[config.mk]
export PLATFORM = sky130hd
export DESIGN_NAME = charge_session_sequencer
export DESIGN_NICKNAME = d
export VERILOG_FILES = /design/src/rtl/charge_pkg.sv /design/src/rtl/charge_tick_gen.sv /design/src/rtl/charge_session_sequencer.sv
export SDC_FILE = /design/constraint.sdc
export NUM_CORES = 1
export LEC_CHECK = 0
export BUFFER_PORTS_ARGS = -buffer_cell sky130_fd_sc_hd__buf_2
export CORE_ASPECT_RATIO = 0.9
export CORE_MARGIN = 8
export CORE_UTILIZATION = 35
export DETAILED_ROUTE_END_ITERATION = 8
export HOLD_SLACK_MARGIN = 0.12
export SYNTH_ARGS = -nofsm -noshare
export SYNTH_HDL_FRONTEND = slang
export SYNTH_HIERARCHICAL = 1
export SYNTH_SLANG_ARGS = --single-unit
[constraint.sdc]
create_clock -name clk -period 8.4 [get_ports clk]
set_clock_uncertainty 0.2 [all_clocks]
set_input_delay 1.68 -clock clk [delete_from_list [all_inputs] [get_ports clk]]
set_output_delay 1.68 -clock clk [all_outputs]
set_load 0.005 [all_outputs]
[src/rtl/charge_pkg.sv]
// Package: charge_pkg
// Shared definitions for the charge session sequencer and the charge controller:
// session state encodings, money/time widths and the time saturation helper.
package charge_pkg;

    localparam int unsigned MONEY_W = 5;
    localparam int unsigned TIME_W  = 6;
    localparam logic [TIME_W-1:0] TIME_MAX = 6'd63;

    typedef enum logic [2:0] {
        ST_IDLE   = 3'd0,
        ST_INPUT  = 3'd1,
        ST_CHARGE = 3'd2,
        ST_DONE   = 3'd3
    } state_e;

    // Clamp an 11-bit time product/sum to the displayable range.
    function automatic logic [TIME_W-1:0] sat_time(input logic [10:0] v);
        return (v > 11'(TIME_MAX)) ? TIME_MAX : v[TIME_W-1:0];
    endfunction

endpackage

[src/rtl/charge_tick_gen.sv]
// Module: charge_tick_gen
// Time-unit prescaler. Counts TICK_DIV clock cycles while enabled and flags the last
// cycle of each period; restart_i realigns the period to the next edge.
// Ports:
//   clk_i      system clock
//   rst_i      synchronous reset, active-high
//   restart_i  synchronous restart: counter back to 0 on the next edge
//   enable_i   count enable; when low the counter is held at 0 and no tick is produced
//   tick_o     high for one cycle at the end of every TICK_DIV-cycle period
module charge_tick_gen #(
    parameter int unsigned TICK_DIV = 1000
) (
    input  logic clk_i,
    input  logic rst_i,
    input  logic restart_i,
    input  logic enable_i,
    output logic tick_o
);

    localparam int unsigned CW = (TICK_DIV > 1) ? $clog2(TICK_DIV) : 1;
    localparam logic [CW-1:0] LAST = CW'(TICK_DIV - 1);

    logic [CW-1:0] cnt_q;

    always_ff @(posedge clk_i) begin
        if (rst_i || restart_i || !enable_i) begin
            cnt_q <= '0;
        end else if (cnt_q == LAST) begin
            cnt_q <= '0;
        end else begin
            cnt_q <= cnt_q + CW'(1);
        end
    end

    // Decoded from the register only, so the consumer may feed restart_i back
    // from logic that depends on tick_o without forming a loop.
    assign tick_o = enable_i && (cnt_q == LAST);

endmodule

[src/rtl/charge_session_sequencer.sv]
// Module: charge_session_sequencer
// Sequences one coin-paid charging session: IDLE -> INPUT (money entry) -> CHARGE
// (countdown at one unit per tick, relay on) -> DONE (hold) -> IDLE.
// Optional feature macro: TOPUP_EN -- when defined, a valid confirm during CHARGE adds
// money_in*MIN_PER_UNIT to the remaining time (saturating); invalid money pulses reject.
// Ports:
//   clk, rst        clock, synchronous active-high reset
//   start           arms a session from IDLE
//   press           keypad activity, restarts the INPUT idle timeout
//   clear           clears entry in INPUT, aborts the session in CHARGE
//   confirm         commits money_in
//   money_in        money total from the charge controller
//   session_state   0 IDLE, 1 INPUT, 2 CHARGE, 3 DONE
//   remaining_time  time units left
//   charge_en       relay enable (CHARGE only)
//   no_display      display blank (IDLE only)
//   reject          one-cycle pulse: confirm refused
//   timeout         one-cycle pulse: INPUT idle timeout fired
module charge_session_sequencer
    import charge_pkg::*;
#(
    parameter int unsigned TICK_DIV     = 1000,
    parameter int unsigned MIN_PER_UNIT = 2,
    parameter int unsigned MAX_MONEY    = 20,
    parameter int unsigned IDLE_TIMEOUT = 10,
    parameter int unsigned DONE_HOLD    = 3
) (
    input  logic               clk,
    input  logic               rst,
    input  logic               start,
    input  logic               press,
    input  logic               clear,
    input  logic               confirm,
    input  logic [MONEY_W-1:0] money_in,
    output logic [2:0]         session_state,
    output logic [TIME_W-1:0]  remaining_time,
    output logic               charge_en,
    output logic               no_display,
    output logic               reject,
    output logic               timeout
);

    localparam int unsigned HOLD_MAX = (IDLE_TIMEOUT > DONE_HOLD) ? IDLE_TIMEOUT : DONE_HOLD;
    localparam int unsigned HW       = $clog2(HOLD_MAX + 1);

    state_e            state_q, state_d;
    logic [TIME_W-1:0] rem_q, rem_d;
    logic [HW-1:0]     hold_q, hold_d;
    logic              reject_q, reject_d;
    logic              timeout_q, timeout_d;
    logic              charge_en_q, no_display_q;
    logic              tick, tick_en, restart;
    logic              money_ok;
    logic [10:0]       grant;

    assign grant    = 11'(money_in) * 11'(MIN_PER_UNIT);
    assign money_ok = (money_in != '0) && (32'(money_in) <= MAX_MONEY);
    assign tick_en  = (state_q != ST_IDLE);
    assign restart  = (state_d != state_q);

    charge_tick_gen #(
        .TICK_DIV (TICK_DIV)
    ) u_tick_gen (
        .clk_i     (clk),
        .rst_i     (rst),
        .restart_i (restart),
        .enable_i  (tick_en),
        .tick_o    (tick)
    );

    always_comb begin
        state_d   = state_q;
        rem_d     = rem_q;
        hold_d    = hold_q;
        reject_d  = 1'b0;
        timeout_d = 1'b0;

        unique case (state_q)
            ST_IDLE: begin
                if (start) state_d = ST_INPUT;
            end
            ST_INPUT: begin
                if (clear) begin
                    hold_d = '0;
                end else if (confirm) begin
                    if (money_ok) begin
                        state_d = ST_CHARGE;
                        rem_d   = sat_time(grant);
                    end else begin
                        reject_d = 1'b1;
                    end
                end else if (tick) begin
                    if (hold_q == HW'(IDLE_TIMEOUT - 1)) begin
                        state_d   = ST_IDLE;
                        timeout_d = 1'b1;
                    end else begin
                        hold_d = hold_q + HW'(1);
                    end
                end else if (press) begin
                    hold_d = '0;
                end
            end
            ST_CHARGE: begin
                if (clear) begin
                    state_d = ST_IDLE;
                    rem_d   = '0;
`ifdef TOPUP_EN
                end else if (confirm) begin
                    // Top-up keeps the divider phase; the tick of this cycle is consumed.
                    if (money_ok) begin
                        rem_d = sat_time(11'(rem_q) + grant);
                    end else begin
                        reject_d = 1'b1;
                    end
`endif
                end else if (tick) begin
                    if (rem_q <= TIME_W'(1)) begin
                        rem_d   = '0;
                        state_d = ST_DONE;
                    end else begin
                        rem_d = rem_q - TIME_W'(1);
                    end
                end
            end
            ST_DONE: begin
                if (tick) begin
                    if (hold_q == HW'(DONE_HOLD - 1)) begin
                        state_d = ST_IDLE;
                    end else begin
                        hold_d = hold_q + HW'(1);
                    end
                end
            end
            default: begin
                state_d = ST_IDLE;
                rem_d   = '0;
            end
        endcase

        // The shared idle/hold counter is reloaded on every state entry.
        if (state_d != state_q) hold_d = '0;
    end

    always_ff @(posedge clk) begin
        if (rst) begin
            state_q      <= ST_IDLE;
            rem_q        <= '0;
            hold_q       <= '0;
            reject_q     <= 1'b0;
            timeout_q    <= 1'b0;
            charge_en_q  <= 1'b0;
            no_display_q <= 1'b1;
        end else begin
            state_q      <= state_d;
            rem_q        <= rem_d;
            hold_q       <= hold_d;
            reject_q     <= reject_d;
            timeout_q    <= timeout_d;
            charge_en_q  <= (state_d == ST_CHARGE);
            no_display_q <= (state_d == ST_IDLE);
        end
    end

    assign session_state  = state_q;
    assign remaining_time = rem_q;
    assign charge_en      = charge_en_q;
    assign no_display     = no_display_q;
    assign reject         = reject_q;
    assign timeout        = timeout_q;

endmodule

==> flow_results.org <==
** Clock tree
- Hold Buf Count CTS :: 0
- Clock root cell :: sky130_fd_sc_hd__clkbuf_8
- TritonCTS built the clock tree.
- In this run the deepest clock path goes through 2 buffers.
- Clock latency of the later-clocked register in the worst-skew pair :: 270 ps
- Clock-pin slew was measured on the worst setup and hold paths at 100 ps.
- The number of setup buffers added after CTS is 0.
- Post_cts resized :: 0
- In this run the number of H-tree levels came out at 1.
- Clock net sink count :: 27
- The number of clock buffers added by TritonCTS is 3.

** Layout
- Compared with the post-synthesis result, the final layout area differs by 11.9%.
- Commonest cells after routing, fill and taps aside :: sky130_fd_sc_hd__dfxtp_1 (27), sky130_fd_sc_hd__buf_2 (23), sky130_fd_sc_hd__nor2_1 (17)
- After routing the design area is between 0.0015 and 0.002 sq mm.
- Number of nets at the end of the flow :: 227
- Number of inserted diodes :: 0
- Most common cell after layout, fill and taps aside :: sky130_fd_sc_hd__dfxtp_1
- The post-route netlist has 23.4% of its cells at a drive strength greater than 1.

** Critical path
- The worst register-to-register path has a depth of 9.
- The worst setup path is of the in -> reg kind.
- WP data arrival :: slightly below 4000 ps
- Setup slack on the worst reg-to-reg path comes out at 4870 ps.
- STA puts the critical path data required time at 8410 ps.
- Kind of start point of the critical path :: primary input
- Reg-to-reg startpoint :: session_state[1]
- In this run the critical register-to-register path is captured at u_tick_gen/cnt_q[5].
- The worst setup path is captured at a flop.
- Top fanout value on the critical path :: 8

** Status
- The run finished with clean final reports.

** Min path
- Launch instance of the worst min-delay path :: u_tick_gen/cnt_q[0]
- Hold Path Sink :: u_tick_gen/cnt_q[0]
- Class of the tightest hold or removal check :: reg -> reg
- WHS Path Cells :: 1

** Routing
- For this block, the initial DRC count from the detailed router was 108.
- The first detailed-routing pass ran for 4 iterations.
- In the routed layout, each cell is associated on average with a via count of ~5.2.
- In the final routed layout, each cell accounts on average for 13.5 microns.
- Final routed DRC violation total :: 0
- In this run the remaining antenna-violating nets after routing total 0.
- Detailed-route wire length :: 3670 microns
- Total via count in the routed design :: 1417

** Logic synthesis
- Number of cells produced by synthesis :: 188
- The cell area that synthesis handed to floorplanning was 0.00164 sq mm.
- Number of synthesized register bits :: 27
- Syn_nets :: 205
- The average instance in the mapped netlist occupies 8.70 sq um.
- Synth warnings :: 6
- The synthesized design contains 0 enable-type register cells.
- After synthesis, the share of flip-flops with an asynchronous set or reset is 0%.
- The most used flip-flop cell after synthesis is sky130_fd_sc_hd__dfxtp_1.
- Sequential elements use 33.1% of the synthesized area.
- Netlist cell types :: 61

** STA
- Max transition margin :: 28.3%
- Setup slack closes at 4530 ps.
- The worst path uses 46.1% of the clock period.
- Maximum clock rate :: 0.258 GHz
- Final Hold Violating Endpoints :: 0
- The worst path in the final design needs a cycle of 3870 ps, including I/O delays and setup.
- Number of pins exceeding their max-slew limit in the final report :: 0
- Setup TNS :: 0 ps
- Transition time at the pin with the least slew margin :: 1060 ps
- Final number of setup-violating endpoints :: 0
- Setup repair after global routing left no endpoint under its margin.

** Global routing
- Global Route met1 Usage :: 14.1%
- GR met2 Demand/Resource :: roughly 17%
- For this run, the total global-route usage over all layers was measured as 10.8%.
- The via count of the first global-routing pass came to about 1400.
- The first global-routing pass estimated about 6300 microns of wire.
- Global routing consumed, on the met3 layer, 3.33% of the routing resources.
- After global routing the overflow that remains totals 0.
- Entering global routing, the biggest net connects 16 pins.
- Initial antenna violation count :: 0
- The layer flagged by global routing as most heavily used is met2.

** Die
- Overall die height :: 80.8 microns
- Area of the core :: 0.00449 sq mm
- Pin placement for this block handled 24 I/O pins.
- The floorplan step defined a die boundary enclosing a little over 0.007 sq mm.
- The initial utilization of the core area, before any placement, comes to roughly 36%.
- After floorplanning, the core was divided into 23 placement rows.
- From left edge to right edge, the die measures 88.1 microns.

** Pwr
- Summed over all cells, the static leakage comes to 0.657 nW.
- Summed over all nets, the switching power comes to 56.9 uW.
- Dividing total power by cell area gives a power density of roughly 130 mW/mm^2.
- In this run, the clock network consumes 32.8% of the power.
- Fraction of power consumed by sequential logic :: roughly 57%
- P_int :: 172 uW
- Peak supply drop :: between 0.00007 and 0.00008 V
- Net switching is 24.8% of the power.
- Combinational fraction of design power :: 9.8%

** Placed design
- Post-Place Cell Area :: 0.00178 sq mm
- HPWL after detailed placement :: 2720 microns
- Routability-driven placement finished with a final weighted congestion of 0.776.
- During placement, the flow inserted port buffers numbering 23.
- OpenSTA, run right after detailed placement, puts the worst setup slack at between 4000 and 5000 ps.

** Run
- The tool flagged a number of max-cap violations equal to 0.
[critical path, stage by stage]
cell and delay [ps]:
sky130_fd_sc_hd__buf_2 100, sky130_fd_sc_hd__or2_1 270, sky130_fd_sc_hd__nor4_2 310, sky130_fd_sc_hd__nor3_1 160
sky130_fd_sc_hd__or4_1 440, sky130_fd_sc_hd__or3b_2 490, sky130_fd_sc_hd__a31o_2 300, sky130_fd_sc_hd__a21oi_1 130
[flip-flops by register name (all words and copies together) (netlist names)]
| register | count |
|---|---|
| remaining_time | 6 |
| reject | 1 |
| charge_en | 1 |
| u_tick_gen/cnt_q | 10 |
| hold_q | 4 |
| timeout | 1 |
| session_state | 3 |
| no_display | 1 |
[power by group through the flow]
stage | logic [mW] | clock network (mW) | registers (mW)
after floorplan | 0.0162 | 0 | 0.134
after global placement | 0.0222 | 0 | 0.135
after detailed placement | 0.0223 | 0 | 0.135
after CTS | 0.0226 | 0.0774 | 0.132
after global routing | 0.0252 | 0.0842 | 0.132
final | 0.0225 | 0.0752 | 0.132
[how the worst max path moves through the flow]
| stage | from | end | slack (ps) | cells after the start |
|---|---|---|---|---|
| after detailed placement | money_in[1] | u_tick_gen/cnt_q[6] | 4240 | 8 |
| final | money_in[1] | u_tick_gen/cnt_q[5] | 4530 | 8 |
| after CTS | money_in[1] | u_tick_gen/cnt_q[6] | 4530 | 8 |
| after global placement | money_in[1] | u_tick_gen/cnt_q[6] | 4290 | 8 |
| after floorplan | money_in[1] | u_tick_gen/cnt_q[5] | 4530 | 7 |
| after global routing | money_in[1] | u_tick_gen/cnt_q[7] | 4400 | 8 |
[metrics by stage]
stage	hold slack (ps)	instances	total power [mW]	util, %
finish	289	271	0.229	40.8
global route	333	271	0.242	40.8
CTS	295	271	0.232	40.8
detailed placement	272	267	0.157	39.7
global placement	259	267	0.157	39.7
floorplan	241	188	0.150	-
[routing by layer]
layer  routed length, microns  part of all wire, %
met1                     1950                   53
met2                     1540                   42
met3                      159                  4.3
met4                       20                 0.54
met5                        0                    0
[Yosys cell counts, types with 3 or more instances]
| cell type | instances | area (sq um) |
|---|---|---|
| sky130_fd_sc_hd__nor2b_1 | 4 | 25.0 |
| sky130_fd_sc_hd__nand3_1 | 3 | 15.0 |
| sky130_fd_sc_hd__nor3_1 | 6 | 30.0 |
| sky130_fd_sc_hd__o2bb2ai_1 | 3 | 26.3 |
| sky130_fd_sc_hd__a21oi_1 | 5 | 25.0 |
| sky130_fd_sc_hd__dfxtp_1 | 27 | 541 |
| sky130_fd_sc_hd__or3_1 | 6 | 37.5 |
| sky130_fd_sc_hd__ha_1 | 6 | 75.1 |
| sky130_fd_sc_hd__a21oi_2 | 5 | 43.8 |
| sky130_fd_sc_hd__nor4_1 | 3 | 18.8 |
| sky130_fd_sc_hd__o31ai_1 | 4 | 30.0 |
| sky130_fd_sc_hd__and2_1 | 4 | 25.0 |
| sky130_fd_sc_hd__nand2_1 | 13 | 48.8 |
| sky130_fd_sc_hd__inv_1 | 8 | 30.0 |
| sky130_fd_sc_hd__o21ai_1 | 5 | 25.0 |
| sky130_fd_sc_hd__nand2b_1 | 3 | 18.8 |
| sky130_fd_sc_hd__o21ai_0 | 6 | 30.0 |
| sky130_fd_sc_hd__nor2_1 | 17 | 63.8 |
| sky130_fd_sc_hd__or4_1 | 3 | 22.5 |
[final cells by class]
| cell class | instances | area [sq um] |
|---|---|---|
| fillers | 467 | 2660 |
| well taps | 62 | 77.6 |
| flip-flops and latches | 27 | 541 |
| multi-input cells | 146 | 1020 |
| clock buffers | 3 | 41.3 |
| repair buffers | 23 | 115 |
| inverters | 9 | 33.8 |
| clock inverters | 1 | 5.00 |
[logic make-up after synthesis]
kind of cell	share of synthesized area, %
other	0.229
adders and majority gates	4.59
and+or+nand+nor	31.8
muxes	1.22
AOI/OAI and AO/OA	22.2
xor gates and xnor gates	2.14
buffers and inverters	4.74
DFF	33.1
(Power assumes the default switching activity.)
